[config.mk]
export PLATFORM = sky130hd
export DESIGN_NAME = dmem_arbiter
export DESIGN_NICKNAME = d
export VERILOG_FILES = /design/src/rtl/dmem_arbiter.sv
export SDC_FILE = /design/constraint.sdc
export NUM_CORES = 1
export LEC_CHECK = 0
export CORE_MARGIN = 4
export CORE_UTILIZATION = 35
export CTS_BUF_LIST = sky130_fd_sc_hd__clkbuf_16
export DETAILED_ROUTE_END_ITERATION = 6
export GPL_TIMING_DRIVEN = 0
export MAX_ROUTING_LAYER = met4
export PLACE_DENSITY = 0.73
export SLEW_MARGIN = 15
export SYNTH_ARGS = -nofsm -noshare
export SYNTH_HDL_FRONTEND = slang
export SYNTH_SLANG_ARGS = --single-unit
[constraint.sdc]
create_clock -name clk -period 2.7 [get_ports clk]
set_clock_uncertainty 0.05 [all_clocks]
set_input_delay 0.54 -clock clk [delete_from_list [all_inputs] [get_ports clk]]
set_output_delay 0.54 -clock clk [all_outputs]
set_load 0.02 [all_outputs]
[src/rtl/dmem_arbiter.sv]
// dmem_arbiter
//
// Arbitrates two word-wide requesters onto a byte-wide synchronous data
// memory. Each 32-bit access becomes four consecutive byte accesses,
// MSB byte first, at addresses base, base+1, base+2, base+3 (wrapping
// modulo the memory depth). Reads take one extra cycle (RTAIL) to collect
// the last byte returned by the memory.
//
// Ports:
//   clk, reset_n         clock, asynchronous active-low reset
//   req0/req1            word access request (port 0 = CPU, port 1 = loader)
//   we0/we1              1 = write word, 0 = read word
//   addr0/addr1          byte address of the word's MSB byte
//   wdata0/wdata1        write word
//   ack0/ack1            one-cycle completion pulse
//   rdata0/rdata1        last word read on that port, valid from its ack
//   busy                 high whenever a transfer is in progress
//   mem_en/mem_we        byte strobe / byte write enable (registered)
//   mem_addr/mem_wdata   byte address / write byte (registered)
//   mem_rdata            read byte, valid the cycle after a mem_en read
//
// Build option:
//   DMEM_ARB_RR_EN  defined   -> round-robin on simultaneous requests
//                   undefined -> fixed priority, port 0 wins ties
module dmem_arbiter #(
  parameter int ADDR_W = 5
) (
  input  logic              clk,
  input  logic              reset_n,
  input  logic              req0,
  input  logic              req1,
  input  logic              we0,
  input  logic              we1,
  input  logic [ADDR_W-1:0] addr0,
  input  logic [ADDR_W-1:0] addr1,
  input  logic [31:0]       wdata0,
  input  logic [31:0]       wdata1,
  output logic              ack0,
  output logic              ack1,
  output logic [31:0]       rdata0,
  output logic [31:0]       rdata1,
  output logic              busy,
  output logic              mem_en,
  output logic              mem_we,
  output logic [ADDR_W-1:0] mem_addr,
  output logic [7:0]        mem_wdata,
  input  logic [7:0]        mem_rdata
);

  localparam logic [1:0] S_IDLE  = 2'd0;
  localparam logic [1:0] S_XFER  = 2'd1;
  localparam logic [1:0] S_RTAIL = 2'd2;
  localparam logic [1:0] S_ACK   = 2'd3;

  logic [1:0]        state_q, state_d;
  logic [1:0]        k_q, k_d;
  logic              gnt_q, gnt_d;
  logic              we_q, we_d;
  logic              mem_en_q, mem_en_d;
  logic              mem_we_q, mem_we_d;
  logic [ADDR_W-1:0] mem_addr_q, mem_addr_d;
  logic [7:0]        mem_wdata_q, mem_wdata_d;
  logic              ack0_q, ack0_d;
  logic              ack1_q, ack1_d;
  logic [31:0]       rdata0_q, rdata0_d;
  logic [31:0]       rdata1_q, rdata1_d;
  // Remaining write bytes (next byte in [23:16]) and collected read bytes.
  logic [23:0]       wsh_q, wsh_d;
  logic [23:0]       sh_q, sh_d;

  logic              gnt_any;
  logic              gnt_sel;   // 1 = port 1 wins this IDLE cycle
  logic              sel_we;
  logic [ADDR_W-1:0] sel_addr;
  logic [31:0]       sel_wdata;

`ifdef DMEM_ARB_RR_EN
  // Port granted most recently; resets to 1 so port 0 wins the first tie.
  logic              last_q, last_d;
`endif

  always_comb begin
    gnt_any = req0 | req1;
`ifdef DMEM_ARB_RR_EN
    gnt_sel = (req0 && req1) ? ~last_q : req1;
`else
    gnt_sel = ~req0;
`endif
    sel_we    = gnt_sel ? we1    : we0;
    sel_addr  = gnt_sel ? addr1  : addr0;
    sel_wdata = gnt_sel ? wdata1 : wdata0;
  end

  always_comb begin
    state_d     = state_q;
    k_d         = k_q;
    gnt_d       = gnt_q;
    we_d        = we_q;
    mem_en_d    = mem_en_q;
    mem_we_d    = mem_we_q;
    mem_addr_d  = mem_addr_q;
    mem_wdata_d = mem_wdata_q;
    ack0_d      = 1'b0;
    ack1_d      = 1'b0;
    rdata0_d    = rdata0_q;
    rdata1_d    = rdata1_q;
    wsh_d       = wsh_q;
    sh_d        = sh_q;
`ifdef DMEM_ARB_RR_EN
    last_d      = last_q;
`endif
    case (state_q)
      S_IDLE: begin
        if (gnt_any) begin
          state_d     = S_XFER;
          k_d         = 2'd0;
          gnt_d       = gnt_sel;
          we_d        = sel_we;
          // The first byte access is set up here so mem_* stay registered.
          mem_en_d    = 1'b1;
          mem_we_d    = sel_we;
          mem_addr_d  = sel_addr;
          mem_wdata_d = sel_wdata[31:24];
          wsh_d       = sel_wdata[23:0];
`ifdef DMEM_ARB_RR_EN
          last_d      = gnt_sel;
`endif
        end
      end
      S_XFER: begin
        k_d = k_q + 2'd1;
        // The byte read at k-1 arrives now; nothing useful arrives at k = 0.
        if (k_q != 2'd0) sh_d = {sh_q[15:0], mem_rdata};
        if (k_q == 2'd3) begin
          mem_en_d = 1'b0;
          mem_we_d = 1'b0;
          if (we_q) begin
            state_d = S_ACK;
            ack0_d  = ~gnt_q;
            ack1_d  = gnt_q;
          end else begin
            state_d = S_RTAIL;
          end
        end else begin
          mem_addr_d  = mem_addr_q + ADDR_W'(1);
          mem_wdata_d = wsh_q[23:16];
          wsh_d       = {wsh_q[15:0], 8'h00};
        end
      end
      S_RTAIL: begin
        // Last byte joins the word; rdata is loaded so it is valid with ack.
        state_d = S_ACK;
        ack0_d  = ~gnt_q;
        ack1_d  = gnt_q;
        if (gnt_q) rdata1_d = {sh_q, mem_rdata};
        else       rdata0_d = {sh_q, mem_rdata};
      end
      default: begin
        state_d = S_IDLE;
      end
    endcase
  end

  always_ff @(posedge clk or negedge reset_n) begin
    if (!reset_n) begin
      state_q     <= S_IDLE;
      k_q         <= 2'd0;
      gnt_q       <= 1'b0;
      we_q        <= 1'b0;
      mem_en_q    <= 1'b0;
      mem_we_q    <= 1'b0;
      mem_addr_q  <= '0;
      mem_wdata_q <= 8'h00;
      ack0_q      <= 1'b0;
      ack1_q      <= 1'b0;
      rdata0_q    <= 32'h0;
      rdata1_q    <= 32'h0;
`ifdef DMEM_ARB_RR_EN
      last_q      <= 1'b1;
`endif
    end else begin
      state_q     <= state_d;
      k_q         <= k_d;
      gnt_q       <= gnt_d;
      we_q        <= we_d;
      mem_en_q    <= mem_en_d;
      mem_we_q    <= mem_we_d;
      mem_addr_q  <= mem_addr_d;
      mem_wdata_q <= mem_wdata_d;
      ack0_q      <= ack0_d;
      ack1_q      <= ack1_d;
      rdata0_q    <= rdata0_d;
      rdata1_q    <= rdata1_d;
`ifdef DMEM_ARB_RR_EN
      last_q      <= last_d;
`endif
    end
  end

  // Byte shifters carry data only; their content is irrelevant after reset.
  always_ff @(posedge clk) begin
    wsh_q <= wsh_d;
    sh_q  <= sh_d;
  end

  assign busy      = (state_q != S_IDLE);
  assign mem_en    = mem_en_q;
  assign mem_we    = mem_we_q;
  assign mem_addr  = mem_addr_q;
  assign mem_wdata = mem_wdata_q;
  assign ack0      = ack0_q;
  assign ack1      = ack1_q;
  assign rdata0    = rdata0_q;
  assign rdata1    = rdata1_q;

endmodule

After elaboration in Yosys (flattened, before gate mapping):

Index checks and enable logic that the tools add are counted.

* memory bits (read-only): 0
* input bits: 88
* memories kept: 0
* logic and storage cells: 66
* memory bits (writable): 0
* bits in latches: 0
* bits in registers: 135

* magnitude comparators: 0
* equality and inequality tests: 6
* shift operators: 0
* div/mod/pow operators: 0
* muxes and demuxes: 29
* multipliers: 0
* bitwise operators: 3
* add/sub/neg operators: 2
* reductions and logical operators: 12

Operators by type and width (number)
* $mux 24: 2
* $pmux 24 s2: 1
* $mux 32: 1
* $mux 8: 2
* $pmux 8 s2: 1
* $mux 5: 3
* $reduce_and 2->1: 6
* $pmux 5 s2: 1
* $mux 1: 9
* $pmux 1 s2: 4
* $mux 2: 3
* $ne 2x2->1 const B: 3
* $pmux 2 s3: 1
* $reduce_and 3->1: 2
* $reduce_bool 2->1: 3
* $add 5x1->5 const B: 1
* $eq 2x2->1 const B: 2
* $pmux 2 s2: 1
* $add 2x1->2 const B: 1
* $eq 2x1->1 const B: 1
* $logic_not 2->1: 1
* $not 1->1: 2
* $or 1x1->1: 1

Depth between registers and ports, before layout:

* depth in word-level cells: 4
* mapped depth: 8

Worst setup path after synthesis:

No wires, ideal clock.

* kind: reg-to-reg
* start: register state_q[1]
* end: register sh_q[0], enable pin
* buffers on the path: 2
* data arrival time: 2.357 ns
* period minus slack after synthesis: 2.814 ns
* slack: -0.114 ns
* data required time: 2.242 ns
* stages on the path, launching flop included: 6
* path through: dfrtp_1 > inv_1 > ha_1 > clkbuf_1 > clkbuf_1 > nor2b_1

* longest elaborated chain between the ends: 2

Ends and longest elaborated chain
* start: declaration: line 55 `logic [1:0] state_q, state_d;`
* start signal: assignment: line 182 `state_q <= state_d;`
* $eq 2x1->1: line 112 `case (state_q)`
* $reduce_and 2->1 (no line)
* end signal: assignment: line 203 `sh_q <= sh_d;`
* end: declaration: line 69 `logic [23:0] sh_q, sh_d;`

No other way between the ends.
A chain may end at the register's enable or synchronous reset.

Final worst setup path:

* start: register state_q[0]
* end: output busy

* longest elaborated chain between the ends: 1

Ends and longest elaborated chain
* $reduce_bool 2->1: line 206 `assign busy = (state_q != S_IDLE);`
* end: declaration: line 42 `output logic busy,`

No other way between the ends.

==> flow_summary.toml <==
[grt]
met3_usage_pct = 3.54
top_usage_layer = "met2"
antenna_found_initial = 0
grtUsageMet2_pct = 28.7
grt_pass1_vias = 4327
grt_max_degree = 55
grt_usage_pct = 16.5
grt_pass1_wl_mm = 22.4
overflow = 0
use_met1_pct = 18.6

[routing]
vias = 3918
wire_per_inst_um = 17.4
ant_nets = 0
first_pass_iters = 4
drt-total-wl_mm = 14.4
remaining_drc_errors = 0
drtIter0Drc = 206
viasPerCell = 4.73

[pwr]
power_density_nw_per_um2 = 1280
irDropWorstVdd_mv = 0.549
leakagePower_nw = 3.34
power_mw = 10.5

[clocking]
clock_latency_ns = 0.41
cts_sinks = 135
cts-root-buf = "clkbuf_16"
h-tree-depth = 4
clk_pin_slew_ns = 0.06
numCtsBuffers = 17
ctsHoldBuffers = 0
cts_tree = "done"
clock_path_buffers = 2

[logic_synthesis]
synth_edf_count = 48
synthFlopType = "dfrtp_1"
synth_area_leaders = "dfrtp_1 39%, edfxtp_1 26%, mux2_2 13%"
synth_area_per_cell_um2 = 13.7
async_flop_share_pct = 64.4
synth-seq-cells = 135
yosys_warnings = 0
ys_types = 32
synth_largest_area_cell = "dfrtp_1"
yosysTopAreaCellShare_pct = 38.6
syn_inst = 411
netlist_area_um2 = 5640
synth-seq-area-share_pct = 64.2
syn_nets = 507

[sta]
fin_crit_ns = 2.59
hold_violations = 0
report.final.slew_viol_count = 0
worst_pin_slew_ns = 0.599
min_period_over_period_pct = 95.7
slew_headroom_pct = 60.1
fmax_mhz = 387
setup_viol = 0
tns_ns = 0
rsz0062_at_grt = "no"

[die]
initial_utilization_pct = 35.6
ioPinCount = 170
dieArea_um2 = 18200
die_h_um = 135
coreArea_um2 = 15800
num_rows = 46
die_x_um = 135

[critical_path]
cp_common_cell = "inv_1"
critical_path.max_stage_delay_ns = 0.63
worstPathArrival_ns = 2.00
cp_cell_sequence = "inv_1 > ha_1 > buf_4 > inv_1 > clkdlybuf4s50_1"
path_delay_family = "buffers and inverters"
critical_path_class = "reg2out"
start_kind = "register"
path_max_fanout = 10
cp-end-kind = "output pin"
path_buf_inv = 4
cp.required_ns = 2.11
slowest_stage = "clkdlybuf4s50_1"

[final_layout]
nFillCells = 1340
syn_to_final_growth_pct = 46.0
final-seq-area_um2 = 3620
nets = 696
multiInputGateArea_um2 = 1890
diodes = 0
drive_gt1_share_pct = 18.4

[min_path]
worstHoldPathType = "in2async"

[run]
max-cap-violations = 0

[run_status]
status = "complete, no violations"

[placement]
place.detailed.hpwl_mm = 10.6
io_buffers = 168
gp_congestion = 0.776
power by group:
group	switching (mW)	internal, mW
Clock	0.851	1.44
Combinational	2.35	2.16
Sequential	0.494	3.22
Total	3.70	6.82
metrics by stage:
stage	cell area, um^2	hold slack (ns)	util, %	worst slack (ns)	instances
2_1_floorplan	5640	0.194	-	0.320	411
3_3_place_gp	7590	0.407	48.0	-2.06	795
3_5_place_dp	7620	0.419	48.2	-0.260	796
4_1_cts	8230	0.0378	52.0	0.0918	829
5_1_grt	8240	0.0527	52.0	0.0137	829
6_report	8240	0.0346	52.0	0.115	829
cell families (layout without fill, tap and decap cells):
family | Yosys count | in the layout | synth area share [%]
buf+inv | 31 | 232 | 2.68
compound gates | 59 | 59 | 5.90
mux | 103 | 103 | 19.7
flops | 135 | 135 | 64.2
fa+ha+maj | 8 | 8 | 1.78
simple gates | 75 | 76 | 5.72
Yosys cell counts, types with 5 or more instances:
cell type and number:
a21oi_1 13, buf_2 7, clkbuf_1 9, dfrtp_1 87, edfxtp_1 48, ha_1 8, inv_1 7, mux2_2 64
mux2i_1 37, nand2_1 36, nand3_1 5, nor2_1 24, o21ai_0 35
layer usage:
layer	vias to the layer above	routed length, um
li1	1859	-
met1	1949	5870
met2	90	7770
met3	20	553
met4	0	239
met5	-	0
worst reg2reg max path: cells and delay by family (launching register included):
| family | cells | cell delay, ns |
|---|---|---|
| flip-flops | 1 | 0.40 |
| adder cells (fa/ha/maj) | 1 | 0.18 |
| buffers and inverters | 4 | 0.92 |
| AO/OA/AOI/OAI | 1 | 0.15 |
| AND/OR/NAND/NOR | 1 | 0.40 |
sequential cells by signal (all words and copies together) (netlist names):
register and count:
ack0 1, ack1 1, gnt_q 1, k_q 2, mem_addr 5, mem_en 1, mem_wdata 8, mem_we 1
rdata0 32, rdata1 32, sh_q 24, state_q 2, we_q 1, wsh_q 24
worst paths after layout:
| check | endpoint | from | cells past startpoint | slack, ns |
|---|---|---|---|---|
| setup / recovery | busy | state_q[0] | 5 | 0.11 |
| hold / removal | rdata1[28] | reset_n | 1 | 0.03 |
| setup reg to reg | wsh_q[14] | state_q[1] | 7 | 0.19 |
| hold reg to reg | sh_q[10] | sh_q[2] | 0 | 0.43 |
| max in group asynchronous | state_q[1] | reset_n | 2 | 1.94 |
| min in group clk | sh_q[10] | sh_q[2] | 0 | 0.43 |
layout by cell type, fill, tap and decap left out, types with 2 or more instances in the layout:
cell type,count
inv_1,8
buf_1,3
a211o_1,3
dfrtp_1,87
o21ai_0,35
nor2b_4,2
mux2i_1,37
mux2_2,64
nand3_1,5
clkinvlp_4,4
clkbuf_16,17
edfxtp_1,48
mux2_1,2
clkinv_4,2
clkdlybuf4s50_1,167
nor2_1,24
and3_1,2
buf_4,3
buf_6,3
nor4b_1,2
a21oi_1,13
ha_1,8
o31ai_1,2
bufinv_16,3
buf_2,7
clkinv_1,2
clkinv_2,2
nand2_1,36
clkbuf_1,8
area by class of cell:
class,count,share of cell area (%)
flip-flops and latches,135,43.9
multi-input cells,246,23.0
repair buffers,169,20.7
clock buffers,17,5.17
well taps,216,3.28
clock inverters,15,1.99
plain buffers,24,1.58
inverters,7,0.365
what timing repair did:
item / 4_1_cts / 5_1_grt
setup endpoints to repair: 24 / 24
endpoints found under the hold margin: 0 / 0
gates cloned: 1 / 0
buffers inserted: 0 / 0
resized for setup: 2 / 2
(Power assumes the default switching activity.)
